<file path="src/rtl/muldiv_unit.sv">
// Iterative unsigned multiply/divide unit owning the HI/LO pair.
// Shift-add multiply and restoring divide, one bit per clock.
module muldiv_unit #(
   parameter int WIDTH = 32
) (
   input  logic             clk,
   input  logic             reset,
   input  logic             start,
   input  logic [1:0]       op,
   input  logic [WIDTH-1:0] a,
   input  logic [WIDTH-1:0] b,
   output logic             busy,
   output logic             done,
   output logic             divzero,
   output logic [WIDTH-1:0] hi,
   output logic [WIDTH-1:0] lo
);

   localparam int CW = $clog2(WIDTH);

   typedef enum logic [1:0] {
      IDLE,
      MUL,
      DIV,
      DONE
   } state_t;

   state_t             state;
   logic [CW-1:0]      cnt;
   logic [WIDTH-1:0]   opnd;
   logic [2*WIDTH-1:0] acc;

   logic [WIDTH:0]     mul_sum;
   logic [2*WIDTH-1:0] mul_next;
   logic [WIDTH:0]     div_shift;
   logic [WIDTH:0]     div_diff;
   logic [2*WIDTH-1:0] div_next;
   logic               last;

   // acc = {partial, multiplier} for MUL and {remainder, dividend/quotient} for DIV
   always_comb begin
      mul_sum   = {1'b0, acc[2*WIDTH-1:WIDTH]}
                + (acc[0] ? {1'b0, opnd} : '0);
      mul_next  = {mul_sum, acc[WIDTH-1:1]};
      div_shift = acc[2*WIDTH-1:WIDTH-1];
      div_diff  = div_shift - {1'b0, opnd};
      if (div_diff[WIDTH])
         div_next = {div_shift[WIDTH-1:0], acc[WIDTH-2:0], 1'b0};
      else
         div_next = {div_diff[WIDTH-1:0], acc[WIDTH-2:0], 1'b1};
      last = (cnt == CW'(WIDTH - 1));
   end

   assign busy = (state == MUL) || (state == DIV);
   assign done = (state == DONE);

   always_ff @(posedge clk or negedge reset) begin
      if (!reset) begin
         state   <= IDLE;
         cnt     <= '0;
         opnd    <= '0;
         acc     <= '0;
         hi      <= '0;
         lo      <= '0;
         divzero <= 1'b0;
      end else begin
         unique case (state)
            IDLE: begin
               if (start) begin
                  unique case (op)
                     2'b00: begin
                        opnd  <= a;
                        acc   <= {{WIDTH{1'b0}}, b};
                        cnt   <= '0;
                        state <= MUL;
                     end
                     2'b01: begin
                        if (b == '0) begin
                           hi      <= a;
                           lo      <= '1;
                           divzero <= 1'b1;
                           state   <= DONE;
                        end else begin
                           opnd  <= b;
                           acc   <= {{WIDTH{1'b0}}, a};
                           cnt   <= '0;
                           state <= DIV;
                        end
                     end
                     2'b10: hi <= a;
                     2'b11: lo <= a;
                  endcase
               end
            end
            MUL: begin
               acc <= mul_next;
               cnt <= cnt + 1'b1;
               if (last) begin
                  hi      <= mul_next[2*WIDTH-1:WIDTH];
                  lo      <= mul_next[WIDTH-1:0];
                  divzero <= 1'b0;
                  state   <= DONE;
               end
            end
            DIV: begin
               acc <= div_next;
               cnt <= cnt + 1'b1;
               if (last) begin
                  hi      <= div_next[2*WIDTH-1:WIDTH];
                  lo      <= div_next[WIDTH-1:0];
                  divzero <= 1'b0;
                  state   <= DONE;
               end
            end
            DONE: state <= IDLE;
         endcase
      end
   end

endmodule

</file>
<file path="config.mk">
export PLATFORM = sky130hd
export DESIGN_NAME = muldiv_unit
export DESIGN_NICKNAME = d
export VERILOG_FILES = /design/src/rtl/muldiv_unit.sv
export SDC_FILE = /design/constraint.sdc
export NUM_CORES = 1
export LEC_CHECK = 0
export CORE_MARGIN = 3
export CORE_UTILIZATION = 40
export CTS_BUF_LIST = sky130_fd_sc_hd__clkbuf_8 sky130_fd_sc_hd__clkbuf_16
export DETAILED_ROUTE_END_ITERATION = 8
export PLACE_DENSITY_LB_ADDON = 0.15
export SLEW_MARGIN = 40
export SYNTH_ARGS = -nofsm -noshare
export SYNTH_HDL_FRONTEND = slang
export SYNTH_SLANG_ARGS = --single-unit
export TNS_END_PERCENT = 30
</file>
<file path="constraint.sdc">
create_clock -name clk -period 3.2 [get_ports clk]
set_clock_uncertainty 0.15 [all_clocks]
set_input_delay 0.64 -clock clk [delete_from_list [all_inputs] [get_ports clk]]
set_output_delay 0.64 -clock clk [all_outputs]
set_load 0.02 [all_outputs]
</file>
==> results of run 1 <==
## layout by cell type, fill, tap and decap left out, drive strengths merged, types with 9 or more instances in the layout
cell	n
buf	276
o21ai	255
nand2	192
dfrtp	168
clkdlybuf4s50	134
a21oi	103
ha	70
inv	61
mux2	51
nor2	48
mux2i	39
and2	37
xnor2	35
a221o	31
a21o	28
nor3b	26
clkbuf	20
a22oi	20
nand3	19
nand4	17
xor2	16
o211ai	15
nand2b	12
nor3	12
and3	10
nor4	9
o21bai	9
a31oi	9
## cell families (layout without fill, tap and decap cells)
| family | Yosys count | in the layout | share of synthesized area (%) |
|---|---|---|---|
| AO/OA/AOI/OAI | 546 | 546 | 27.39 |
| XOR/XNOR | 51 | 51 | 3.557 |
| adder cells (fa/ha/maj) | 72 | 72 | 7.294 |
| buffers and inverters | 159 | 502 | 4.992 |
| flip-flops | 168 | 168 | 33.48 |
| multiplexers | 90 | 90 | 7.682 |
| AND/OR/NAND/NOR | 407 | 407 | 15.60 |
## power groups by stage
| stage | logic, uW | clock network [uW] | registers (uW) |
|---|---|---|---|
| global route | 15600 | 2370 | 3990 |
| global placement | 13000 | 0 | 3890 |
| CTS | 13700 | 2290 | 3880 |
| floorplan | 7090 | 0 | 4080 |
| finish | 14400 | 2250 | 3900 |
| detailed placement | 13100 | 0 | 3890 |
## routing by layer
layer	routed length, um	vias up
li1	-	6118
met3	3055	47
met5	0	-
met1	23430	6201
met4	602	0
met2	20430	480
## final timing paths
check,startpoint,endpoint,slack (ns),depth (start not counted)
worst max-delay path,acc[31],acc[44],-0.17,14
worst min-delay path,reset,opnd[30],0.05,1
worst max register to register,acc[31],acc[44],-0.17,14
worst min register to register,cnt[4],cnt[4],0.33,2
max in group asynchronous,reset,acc[22],2.02,2
min in group clk,cnt[4],cnt[4],0.33,2
## through the flow
| stage | setup slack (ns) | utilization [%] | setup TNS [ns] | hold WS [ns] | cell area (um^2) |
|---|---|---|---|---|---|
| after floorplan | -0.01703 | - | -0.06206 | 0.1944 | 12560 |
| after detailed placement | -0.3959 | 52.44 | -16.98 | 0.3194 | 16130 |
| after global routing | -0.3076 | 56.77 | -14.20 | 0.1061 | 17460 |
| final | -0.1712 | 56.77 | -5.166 | 0.05492 | 17460 |
| after CTS | -0.2032 | 55.69 | -10.11 | 0.1092 | 17130 |
| after global placement | -0.2948 | 52.44 | -12.34 | 0.3080 | 16130 |
## state kept, by name (all words and copies together) (netlist names)
signal / cells
acc: 64
divzero: 1
lo: 32
hi: 32
cnt: 5
state: 2
opnd: 32
## repair_timing
| item | 4_1_cts | 5_1_grt |
|---|---|---|
| pin swaps | 31 | 38 |
| setup buffers | 13 | 3 |
| setup endpoints to repair | 66 | 66 |
| gates resized for setup | 71 | 79 |
| cloned | 2 | 1 |
## final cells by class
class / instances / share of cell area (%)
Inverter: 59 / 1.269
Timing Repair Buffer: 411 / 20.83
Tap cell: 396 / 2.838
Clock buffer: 19 / 2.594
Multi-Input combinational cell: 1166 / 47.36
Clock inverter: 13 / 1.025
Sequential cell: 168 / 24.08
## worst reg2reg max path: stages (launching register included)
cell      delay (ns)
dfrtp_1         0.38
inv_2           0.08
ha_4            0.14
inv_2           0.04
fa_2            0.37
a211oi_4        0.28
o211ai_2        0.15
a21oi_2         0.22
o31ai_4         0.10
a22o_4          0.26
nor2_4          0.21
buf_6           0.19
mux2_4          0.31
a22oi_2         0.26
o21ai_1         0.10
==> reports/metrics.yaml, run 1 <==
synth_top_cell_by_area: "dfrtp_1"
synth_edf_count: 0
finalHoldViolCount: 0
p_comb_share_pct: 70.1
final_layout_size_suffix_gt1_share_pct: 25.33
synth.area.top_cells: "dfrtp_1 (33%), o21ai_0 (9.9%), ha_1 (7.0%)"
violations: "setup timing"
ys_ff_latch: 168
stdcell_count: 2232
hold_path_class: "primary input to asynchronous set/reset pin"
viasPerCell: 5.755
status: "finished, violations left"
met3_usage_pct: 3.233
cts_sinks: 168
numCtsBuffers: 17
crit_path_frequent_cell: "inv_2"
io_pins: 136
syn_area_um2: 12560
synth_cell_type_count: 80
final.min_clock_period_ns: 3.371
intPower_uw: 10800
h-tree-depth: 4
synthArstFlopShare_pct: 100.0
register_area_um2: 4204
synth_top_area_share_pct: 33.48
chipHeight_um: 183.2
place_congestion: 0.9760
use_met2_pct: 41.29
p_seq_share_pct: 19.0
cp_max_fo: 5
setup_slack_ns: -0.1712
p_leak_uw: 0.007847
routed_wl_mm: 47.51
dr.pass1.iters: 5
critical-path-top-delay-family: "compound AO/OA/AOI/OAI gates"
p_sw_uw: 9760
clockPowerShare_pct: 11.0
synth_commonest_cells: "o21ai_0 (249), nand2_1 (191), dfrtp_1 (168)"
slowest_delay_ns: 0.38
clockBufferDepth: 2
ys_warn_count: 0
final_net_count: 1964
endpoint_kind: "register"
slowest_stage: "dfrtp_1"
grt_pass1_vias: 12460
hold_buffers: 0
yosysMostFrequentCell: "o21ai_0"
start_util_pct: 40.84
multi_input_area_um2: 8268
antenna_found_initial: 0
hpwlAfterDp_mm: 36.11
setup_viol: 60
max-cap-violations: 0
p_per_area_nw_per_um2: 1178
grt_pass1_wl_mm: 73.46
min_period_over_period_pct: 105.4
antenna_left: 0
ir_worst_vdd_uv: 1994
grt_max_degree: 78
cts-root-buf: "clkbuf_16"
use_met1_pct: 44.01
numPlacedInstances: 2182
path_class: "register to register"
drv_slew: 0
path_clk_slew_ns: 0.07
drc: 0
vias: 12850
portBuffers: 135
slew_headroom_pct: 42.01
synth_area_per_cell_um2: 8.411
critical_path_arrival_ns: 3.53
critPathLaunchType: "register"
fill_cells: 2864
die_area_um2: 33550
yosysSeqAreaShare_pct: 33.48
grtUsageTotal_pct: 27.85
grt_busiest_layer: "met1"
cp.buffers_inverters: 3
critical_path.cell_chain: "inv_2 > ha_4 > inv_2 > fa_2 > a211oi_4 > o211ai_2 > a21oi_2 > o31ai_4 > a22o_4 > nor2_4 > buf_6 > mux2_4 > a22oi_2 > o21ai_1"
syn_nets: 1634
synthToLayoutAreaGrowth_pct: 39.03
first_iter_violations: 1133
worstMarginPinSlew_ns: 0.8699
die_x_um: 183.2
ys.flop_type: "dfrtp_1"
row_count: 64
wl_per_cell_um: 21.29
diodes: 0
cts_tree: "yes"
cp.required_ns: 3.36
p_sw_share_pct: 47.48
clk_latency_ns: 0.44
rsz0062_at_grt: "yes"
grt.overflow.total: 0
core_um2: 30750
power_uw: 20560
max_freq_ghz: 0.2966
post_synth_inst_count: 1493
No activity file was read; power rests on OpenSTA's default activity.
==> run 2: changes to the inputs <==
--- a/config.mk
+++ b/config.mk
@@ -5,6 +5,7 @@
 export SDC_FILE = /design/constraint.sdc
 export NUM_CORES = 1
 export LEC_CHECK = 0
+export CAP_MARGIN = 15
 export CORE_MARGIN = 3
 export CORE_UTILIZATION = 40
 export CTS_BUF_LIST = sky130_fd_sc_hd__clkbuf_8 sky130_fd_sc_hd__clkbuf_16
==> results of run 2 <==
Final layout, timing and power as in run 1 (identical DEF).
